`src/rtl/gcd_pkg.sv`:
```
// gcd_pkg: shared constants for the GCD arbiter slice.
// Holds the FSM state encodings and the default width and requester count.
package gcd_pkg;

    localparam int unsigned GCD_W       = 8;
    localparam int unsigned GCD_NUM_REQ = 4;

    localparam int unsigned ST_W = 2;

    localparam logic [ST_W-1:0] ST_IDLE  = 2'd0;
    localparam logic [ST_W-1:0] ST_ISSUE = 2'd1;
    localparam logic [ST_W-1:0] ST_WAIT  = 2'd2;
    localparam logic [ST_W-1:0] ST_RESP  = 2'd3;

endpackage

```
`src/rtl/gcd_arbiter_rr_arbiter.sv`:
```
// rr_arbiter: combinational round-robin picker.
// Searches req starting at ptr and wrapping modulo N; grant is one-hot or zero.
module rr_arbiter #(
    parameter  int unsigned N   = 4,
    localparam int unsigned IDW = $clog2(N)
) (
    input  logic [N-1:0]   req,
    input  logic [IDW-1:0] ptr,
    output logic [N-1:0]   grant,
    output logic [IDW-1:0] grant_idx
);

    int unsigned    cand;
    logic [IDW-1:0] cand_idx;
    logic           found;

    // First requester at or after ptr in circular order wins
    always_comb begin
        grant     = '0;
        grant_idx = '0;
        found     = 1'b0;
        cand      = 0;
        cand_idx  = '0;
        for (int unsigned i = 0; i < N; i++) begin
            cand = 32'(ptr) + i;
            if (cand >= N) begin
                cand = cand - N;
            end
            cand_idx = IDW'(cand);
            if (!found && req[cand_idx]) begin
                found           = 1'b1;
                grant[cand_idx] = 1'b1;
                grant_idx       = cand_idx;
            end
        end
    end

endmodule

```
`src/rtl/gcd_arbiter.sv`:
```
// gcd_arbiter: shares one external GCD engine between NUM_REQ requesters.
// Optional build macro GCD_ARB_ZERO_BYPASS_EN answers zero-operand requests
// directly (result a|b) without running the engine.
module gcd_arbiter
    import gcd_pkg::*;
#(
    parameter  int unsigned NUM_REQ = GCD_NUM_REQ,
    parameter  int unsigned W       = GCD_W,
    localparam int unsigned IDW     = $clog2(NUM_REQ)
) (
    input  logic                 clk,
    input  logic                 rst_n,
    input  logic [NUM_REQ-1:0]   req_valid,
    output logic [NUM_REQ-1:0]   req_ready,
    input  logic [NUM_REQ*W-1:0] req_a,
    input  logic [NUM_REQ*W-1:0] req_b,
    output logic                 resp_valid,
    input  logic                 resp_ready,
    output logic [IDW-1:0]       resp_id,
    output logic [W-1:0]         resp_gcd,
    output logic                 eng_start,
    output logic [W-1:0]         eng_a,
    output logic [W-1:0]         eng_b,
    input  logic [W-1:0]         eng_gcd,
    input  logic                 eng_done
);

    logic [ST_W-1:0]    state;
    logic [ST_W-1:0]    state_next;
    logic [IDW-1:0]     rr_ptr;
    logic [IDW-1:0]     rr_ptr_next;
    logic [NUM_REQ-1:0] grant;
    logic [IDW-1:0]     grant_idx;
    logic [W-1:0]       sel_a;
    logic [W-1:0]       sel_b;
    logic               take;
    logic               bypass;
    logic               done_take;

    rr_arbiter #(
        .N (NUM_REQ)
    ) u_rr (
        .req       (req_valid),
        .ptr       (rr_ptr),
        .grant     (grant),
        .grant_idx (grant_idx)
    );

    // Operands of the currently selected requester and the pointer after it
    always_comb begin
        sel_a       = req_a[32'(grant_idx) * W +: W];
        sel_b       = req_b[32'(grant_idx) * W +: W];
        rr_ptr_next = (grant_idx == IDW'(NUM_REQ - 1)) ? '0 : grant_idx + IDW'(1);
    end

    // State register
    always_ff @(posedge clk) begin
        if (!rst_n) begin
            state <= ST_IDLE;
        end else begin
            state <= state_next;
        end
    end

    // Next-state logic, combinational accept and event strobes
    always_comb begin
        state_next = state;
        req_ready  = '0;
        take       = 1'b0;
        bypass     = 1'b0;
        done_take  = 1'b0;
        case (state)
            ST_IDLE: begin
                if (|req_valid) begin
                    req_ready  = grant;
                    take       = 1'b1;
                    state_next = ST_ISSUE;
`ifdef GCD_ARB_ZERO_BYPASS_EN
                    if ((sel_a == '0) || (sel_b == '0)) begin
                        bypass     = 1'b1;
                        state_next = ST_RESP;
                    end
`endif
                end
            end
            ST_ISSUE: begin
                state_next = ST_WAIT;
            end
            ST_WAIT: begin
                if (eng_done) begin
                    done_take  = 1'b1;
                    state_next = ST_RESP;
                end
            end
            ST_RESP: begin
                if (resp_ready) begin
                    state_next = ST_IDLE;
                end
            end
            default: begin
                state_next = ST_IDLE;
            end
        endcase
    end

    // Registered datapath: operand/ID capture, start pulse, result and valid
    always_ff @(posedge clk) begin
        if (!rst_n) begin
            rr_ptr     <= '0;
            eng_start  <= 1'b0;
            eng_a      <= '0;
            eng_b      <= '0;
            resp_id    <= '0;
            resp_gcd   <= '0;
            resp_valid <= 1'b0;
        end else begin
            eng_start  <= take && !bypass;
            resp_valid <= (state_next == ST_RESP);
            if (take) begin
                eng_a   <= sel_a;
                eng_b   <= sel_b;
                resp_id <= grant_idx;
                rr_ptr  <= rr_ptr_next;
            end
            if (done_take) begin
                resp_gcd <= eng_gcd;
            end else if (bypass) begin
                resp_gcd <= sel_a | sel_b;
            end
        end
    end

endmodule

```
`config.mk`:
```
export PLATFORM = sky130hd
export DESIGN_NAME = gcd_arbiter
export DESIGN_NICKNAME = d
export VERILOG_FILES = /design/src/rtl/gcd_pkg.sv /design/src/rtl/gcd_arbiter_rr_arbiter.sv /design/src/rtl/gcd_arbiter.sv
export SDC_FILE = /design/constraint.sdc
export NUM_CORES = 1
export LEC_CHECK = 0
export ABC_CLOCK_PERIOD_IN_PS = 5440
export BUFFER_PORTS_ARGS = -buffer_cell sky130_fd_sc_hd__buf_4
export CAP_MARGIN = 10
export CELL_PAD_IN_SITES_DETAIL_PLACEMENT = 0
export CELL_PAD_IN_SITES_GLOBAL_PLACEMENT = 2
export CORE_MARGIN = 5
export CORE_UTILIZATION = 27
export DETAILED_ROUTE_END_ITERATION = 6
export PLACE_DENSITY_LB_ADDON = 0.05
export SYNTH_ARGS = -nofsm -noshare
export SYNTH_HDL_FRONTEND = slang
export SYNTH_HIERARCHICAL = 1
export SYNTH_SLANG_ARGS = --single-unit
```
`constraint.sdc`:
```
create_clock -name clk -period 5.44 [get_ports clk]
set_input_delay 0.272 -clock clk [delete_from_list [all_inputs] [get_ports clk]]
set_output_delay 0.272 -clock clk [all_outputs]
set_load 0.02 [all_outputs]
```
==> results of run 1 <==
worst min-delay path, stage by stage:
cell     delay, ps
buf_4           70
mux2i_1         50
nor2_1          70
sequential cells by signal, indices dropped and copies added, names as in the netlist:
name	count
resp_gcd	8
rr_ptr	2
eng_start	1
resp_id	2
eng_a	8
eng_b	8
resp_valid	1
state	2
how the worst min path moves through the flow:
| stage | start | to | cells past startpoint |
|---|---|---|---|
| after CTS | eng_gcd[3] | resp_gcd[3] | 3 |
| after floorplan | eng_gcd[0] | resp_gcd[0] | 2 |
| after global routing | eng_gcd[3] | resp_gcd[3] | 3 |
| after global placement | eng_a[4] | eng_a[4] | 2 |
| after detailed placement | eng_a[3] | eng_a[3] | 2 |
| final | eng_gcd[5] | resp_gcd[5] | 3 |
cells in the final DEF (no fill, tap or decap), drive strengths merged:
cell / n
nor3: 3
ha: 6
or4: 2
bufinv: 1
nor2: 14
inv: 3
nor4: 1
a22o: 1
a31oi: 2
or2: 3
a32o: 1
clkinv: 1
nand2: 27
and3: 5
nand3b: 1
nand2b: 2
mux4: 19
nor2b: 3
o2bb2ai: 16
mux2i: 10
dfxtp: 32
nand3: 3
nor3b: 2
buf: 113
o21ai: 13
o31ai: 1
o21bai: 1
or3: 1
a211oi: 1
a221o: 4
clkbuf: 7
and3b: 2
o31a: 1
a21oi: 6
area by class of cell:
cell class / count / area share
multi-input combinational: 151 / 0.430
sequential: 32 / 0.208
timing repair buffer: 113 / 0.275
tap: 102 / 0.0414
clock buffer: 7 / 0.0313
inverter: 4 / 0.00487
clock inverter: 1 / 0.00974
report_power, final:
group / switching [mW] / internal [mW] / total (mW)
Clock: 0.0881 / 0.162 / 0.250
Combinational: 0.369 / 0.395 / 0.764
Sequential: 0.0521 / 0.294 / 0.346
Total: 0.509 / 0.850 / 1.36
routing by layer:
metal	vias to the layer above	wire [um]	part of all wire	GRT usage
li1	978	-	-	-
met3	6	347	0.051	0.0300
met1	965	3070	0.45	0.182
met4	0	84	0.012	0.0426
met2	58	3270	0.48	0.236
met5	-	0	0	0
logic make-up (layout without fill, tap and decap cells):
| family | after synthesis | in the layout |
|---|---|---|
| mux | 29 | 29 |
| flops | 32 | 32 |
| simple gates | 69 | 69 |
| buf+inv | 23 | 125 |
| compound gates | 47 | 47 |
| fa+ha+maj | 6 | 6 |
==> reports/qor.yml, run 1 <==
outcome:
  status: "finished clean"
synth:
  synth_fa_ha_area_frac: 0.0360
  ys_seq_area_frac: 0.307
  synth_most_common_cell: "dfxtp_1"
  synth_flop_cell: "dfxtp_1"
  synthSimpleGateAreaFrac: 0.178
  synth_common_cells: "32 x dfxtp_1, 27 x nand2_1, 19 x mux4_2"
  netlist_instances: 206
  yosysTopAreaCellShare: 0.307
  synth_edf_count: 0
  ys_types: 42
  yosys_warnings: 6
  synth-compound-area-share: 0.164
  syn_avg_cell_area_um2: 10.1
  netlist_area_um2: 2090
  synth_fp_nets: 292
  yosys.area.top_type: "dfxtp_1"
  synth_seq_cells: 32
  synthXorXnorAreaFrac: 0
  synthMuxAreaShare: 0.253
  synth_top_family_by_area: "multiplexers"
  synthArstFlopShare: 0
  synth.area.top_cells: "dfxtp_1 31%, mux4_2 21%, o2bb2ai_1 6.7%"
placed_design:
  detailed_place.area_um2: 2960
  dp_slack_ps: 1810
  place_congestion: 0.781
  placed_cells: 402
  hpwl_um: 5170
  port_buffers: 111
worst_setup_path:
  r2r_start: "rr_ptr[0]"
  cp_top_family: "flip-flops"
  r2r_slack_ps: 1820
  endpoint: "rr_ptr[0]"
  arrival_ps: 3820
  ff2ff_path_depth: 10
  worstSetupPathType: "reg2reg"
  cp-startpoint: "rr_ptr[0]"
  critPathMaxStageDelay_ps: 780
  cp.depth: 10
  crit_buf_inv: 2
  cp.required_ps: 5650
  r2r-end: "rr_ptr[0]"
  startpoint_type: "register"
  crit_fanout: 19
  cp_slowest_cell: "dfxtp_1"
  cp-end-kind: "register"
  cp_cell_sequence: "inv_1, ha_1, mux4_2, or2_4, a21oi_1, a31oi_2, buf_4, ha_1, or4_1, a21oi_1"
finish:
  num-nets-final: 393
  final_layout_size_suffix_gt1_frac: 0.490
  final_core_util: 0.403
  area_growth_pct: 47.7
  fillers: 780
  final_cells: 410
  multi_input_area_um2: 1320
  antenna_cells: 0
  design_area_um2: 3080
  seq_area_um2: 641
detailed_routing:
  vias_per_cell: 4.90
  initialDrtViolationCount: 79
  drtAntennaViolNets: 0
  postRouteWirelength_um: 6780
  drt_pass1_iterations: 4
  wl_per_cell_um: 16.5
  drc: 0
  vias: 2007
sta:
  hold_viol_final: 0
  holdWs_ps: 222
  setup_tns_ps: 0
  tightest_slew_ps: 790
  finalWorstSetupSlack_ps: 1820
  slew_headroom: 0.473
  rsz0062_at_grt: "false"
  max_clock_freq_mhz: 277
  period_needed_ps: 3620
  final.period_utilization: 0.665
  setup_violations: 0
  finalClockSkew_ps: 9.21
  finalMaxSlewViolations: 0
clock_tree:
  htreeDepth: 2
  clockBufferDepth: 2
  cts-hold-fix-buffers: 0
  cts_made_buffers: 5
  root_buffer: "clkbuf_8"
  cts.sinks: 32
  clk_pin_slew_worst_paths_ps: 70
  cts_resized: 0
  cts_tree: "done"
  post_cts_buffers: 0
  clock_latency_ps: 280
global_route:
  grt_pass1_wl_um: 10900
  grt_antenna_before_repair: 0
  grt_max_degree: 20
  grt_overflow: 0
  grt_pass1_vias: 2030
  grt_util_all_layers: 0.141
run:
  max_cap_viol_count: 0
power:
  p_per_area_nw_per_um2: 441
  leakage_nw: 1.36
  peakVddDrop_mv: 0.171
  total_power_mw: 1.36
floorplanning:
  fp.coreArea_um2: 7650
  std_cell_rows: 32
  io_pins: 112
  dieArea_um2: 9590
  initial_core_util: 0.273
  die_x_um: 97.9
  die_h_um: 97.9
worst_hold_path:
  hp-class: "in2reg"
No activity file was read; power rests on OpenSTA's default activity.
==> inputs of run 2 (changes only) <==
--- a/config.mk
+++ b/config.mk
@@ -5,13 +5,13 @@
 export SDC_FILE = /design/constraint.sdc
 export NUM_CORES = 1
 export LEC_CHECK = 0
-export ABC_CLOCK_PERIOD_IN_PS = 5440
+export ABC_CLOCK_PERIOD_IN_PS = 3350
 export BUFFER_PORTS_ARGS = -buffer_cell sky130_fd_sc_hd__buf_4
 export CAP_MARGIN = 10
 export CELL_PAD_IN_SITES_DETAIL_PLACEMENT = 0
 export CELL_PAD_IN_SITES_GLOBAL_PLACEMENT = 2
 export CORE_MARGIN = 5
-export CORE_UTILIZATION = 27
+export CORE_UTILIZATION = 25
 export DETAILED_ROUTE_END_ITERATION = 6
 export PLACE_DENSITY_LB_ADDON = 0.05
 export SYNTH_ARGS = -nofsm -noshare
==> constraint.sdc (replaced) <==
create_clock -name clk -period 3.35 [get_ports clk]
set_input_delay 0.1675 -clock clk [delete_from_list [all_inputs] [get_ports clk]]
set_output_delay 0.1675 -clock clk [all_outputs]
set_load 0.02 [all_outputs]
==> reports/qor.yml, run 2 (synthesis gave the netlist of run 1 again) <==
worst_setup_path:
  cp-startpoint: "rr_ptr[0]"
  r2r_start: "rr_ptr[0]"
  worstSetupPathType: "reg2reg"
  cp.required_ps: 3550
  cp-end-kind: "register"
  crit_fanout: 19
  arrival_ps: 2980
  startpoint_type: "register"
placed_design:
  place_congestion: 0.715
  port_buffers: 111
  detailed_place.area_um2: 2990
  hpwl_um: 5050
detailed_routing:
  drc: 0
  drt_pass1_iterations: 4
  initialDrtViolationCount: 21
  wl_per_cell_um: 16.3
  vias: 2022
  drtAntennaViolNets: 0
  postRouteWirelength_um: 6780
  vias_per_cell: 4.86
sta:
  tightest_slew_ps: 744
  finalMaxSlewViolations: 0
  holdWs_ps: 112
  setup_tns_ps: 0
  rsz0062_at_grt: "false"
  hold_viol_final: 0
  slew_headroom: 0.504
  max_clock_freq_mhz: 359
  finalClockSkew_ps: 10.4
  period_needed_ps: 2780
  final.period_utilization: 0.831
  setup_violations: 0
finish:
  final_layout_size_suffix_gt1_frac: 0.492
  final_cell_mix: "115 x buf_4, 32 x dfxtp_1, 27 x nand2_1, 19 x mux4_2, 16 x o2bb2ai_1"
  design_area_um2: 3100
  final_common_cell: "buf_4"
  fillers: 873
  top_regs: "eng_a x8, eng_b x8, resp_gcd x8"
  antenna_cells: 0
  num-nets-final: 396
  area_growth_pct: 48.6
floorplanning:
  fp.coreArea_um2: 8180
  initial_core_util: 0.255
  die_h_um: 101
  die_x_um: 101
  std_cell_rows: 33
  io_pins: 112
  dieArea_um2: 10300
clock_tree:
  root_buffer: "clkbuf_8"
  htreeDepth: 2
  cts-hold-fix-buffers: 0
  clk_pin_slew_worst_paths_ps: 70
  cts.sinks: 32
  cts_tree: "done"
  clockBufferDepth: 2
  cts_resized: 0
  cts_made_buffers: 5
  post_cts_buffers: 0
  clock_latency_ps: 280
power:
  leakage_nw: 1.37
  p_clk_frac: 0.165
  p_sw_mw: 0.846
  seqPwrFrac: 0.236
  peakVddDrop_mv: 0.298
  p_per_area_nw_per_um2: 717
  pwr-share-comb: 0.599
  power.internal_mw: 1.38
  p_sw_frac: 0.380
global_route:
  grt_max_degree: 20
  grt_util_all_layers: 0.127
  grt_pass1_vias: 2064
  grt_antenna_before_repair: 0
  grt_overflow: 0
  grt_pass1_wl_um: 10500
worst_hold_path:
  hp-class: "in2reg"
  min_from: "eng_gcd[0]"
outcome:
  status: "finished clean"
run:
  max_cap_viol_count: 0
-- run 2: worst paths after layout --
check                              endpoint  slack [ps]  depth (start not counted)
worst min register to register     eng_b[2]         460                          2
worst max-delay path              rr_ptr[0]         570                         10
worst min-delay path            resp_gcd[0]         110                          3
worst max register to register    rr_ptr[0]         570                         10
-- run 2: metrics by stage --
step	worst slack (ps)	power, mW	cells	utilization
floorplan	367	1.47	206	-
global placement	645	1.89	408	0.366
finish	566	2.22	416	0.379
detailed placement	605	1.89	408	0.366
CTS	562	2.27	416	0.379
global route	407	2.39	416	0.379
-- run 2: worst max-delay path, stage by stage (launching register included) --
cell and delay (ps):
dfxtp_1 340, inv_1 80, ha_1 430, mux4_2 410, inv_1 100, nor2_1 50
o31a_1 270, buf_12 180, ha_1 200, or4_1 490, a21oi_1 150
-- run 2: layer usage --
| metal | vias up | share of wire | global-route usage |
|---|---|---|---|
| li1 | 973 | - | - |
| met1 | 978 | 0.46 | 0.171 |
| met2 | 66 | 0.47 | 0.205 |
| met3 | 5 | 0.071 | 0.0331 |
| met4 | 0 | 0.0066 | 0.0276 |
| met5 | - | 0 | 0 |
-- run 2: layout make-up --
type | instances | area [um^2] | share of cell area
clock buffers | 6 | 72.6 | 0.0234
flip-flops and latches | 32 | 641 | 0.207
well taps | 105 | 131 | 0.0424
repair buffers | 116 | 883 | 0.285
multi-input cells | 151 | 1320 | 0.427
inverters | 4 | 15.0 | 0.00484
clock inverters | 2 | 35.0 | 0.0113
-- run 2: power groups by stage --
stage                     combinational [mW]  clock [mW]  sequential (mW)
after floorplan                        0.831           0            0.639
after global placement                  1.36           0            0.531
after detailed placement                1.35           0            0.535
after CTS                               1.36       0.382            0.526
after global routing                    1.46       0.394            0.537
final                                   1.33       0.366            0.525
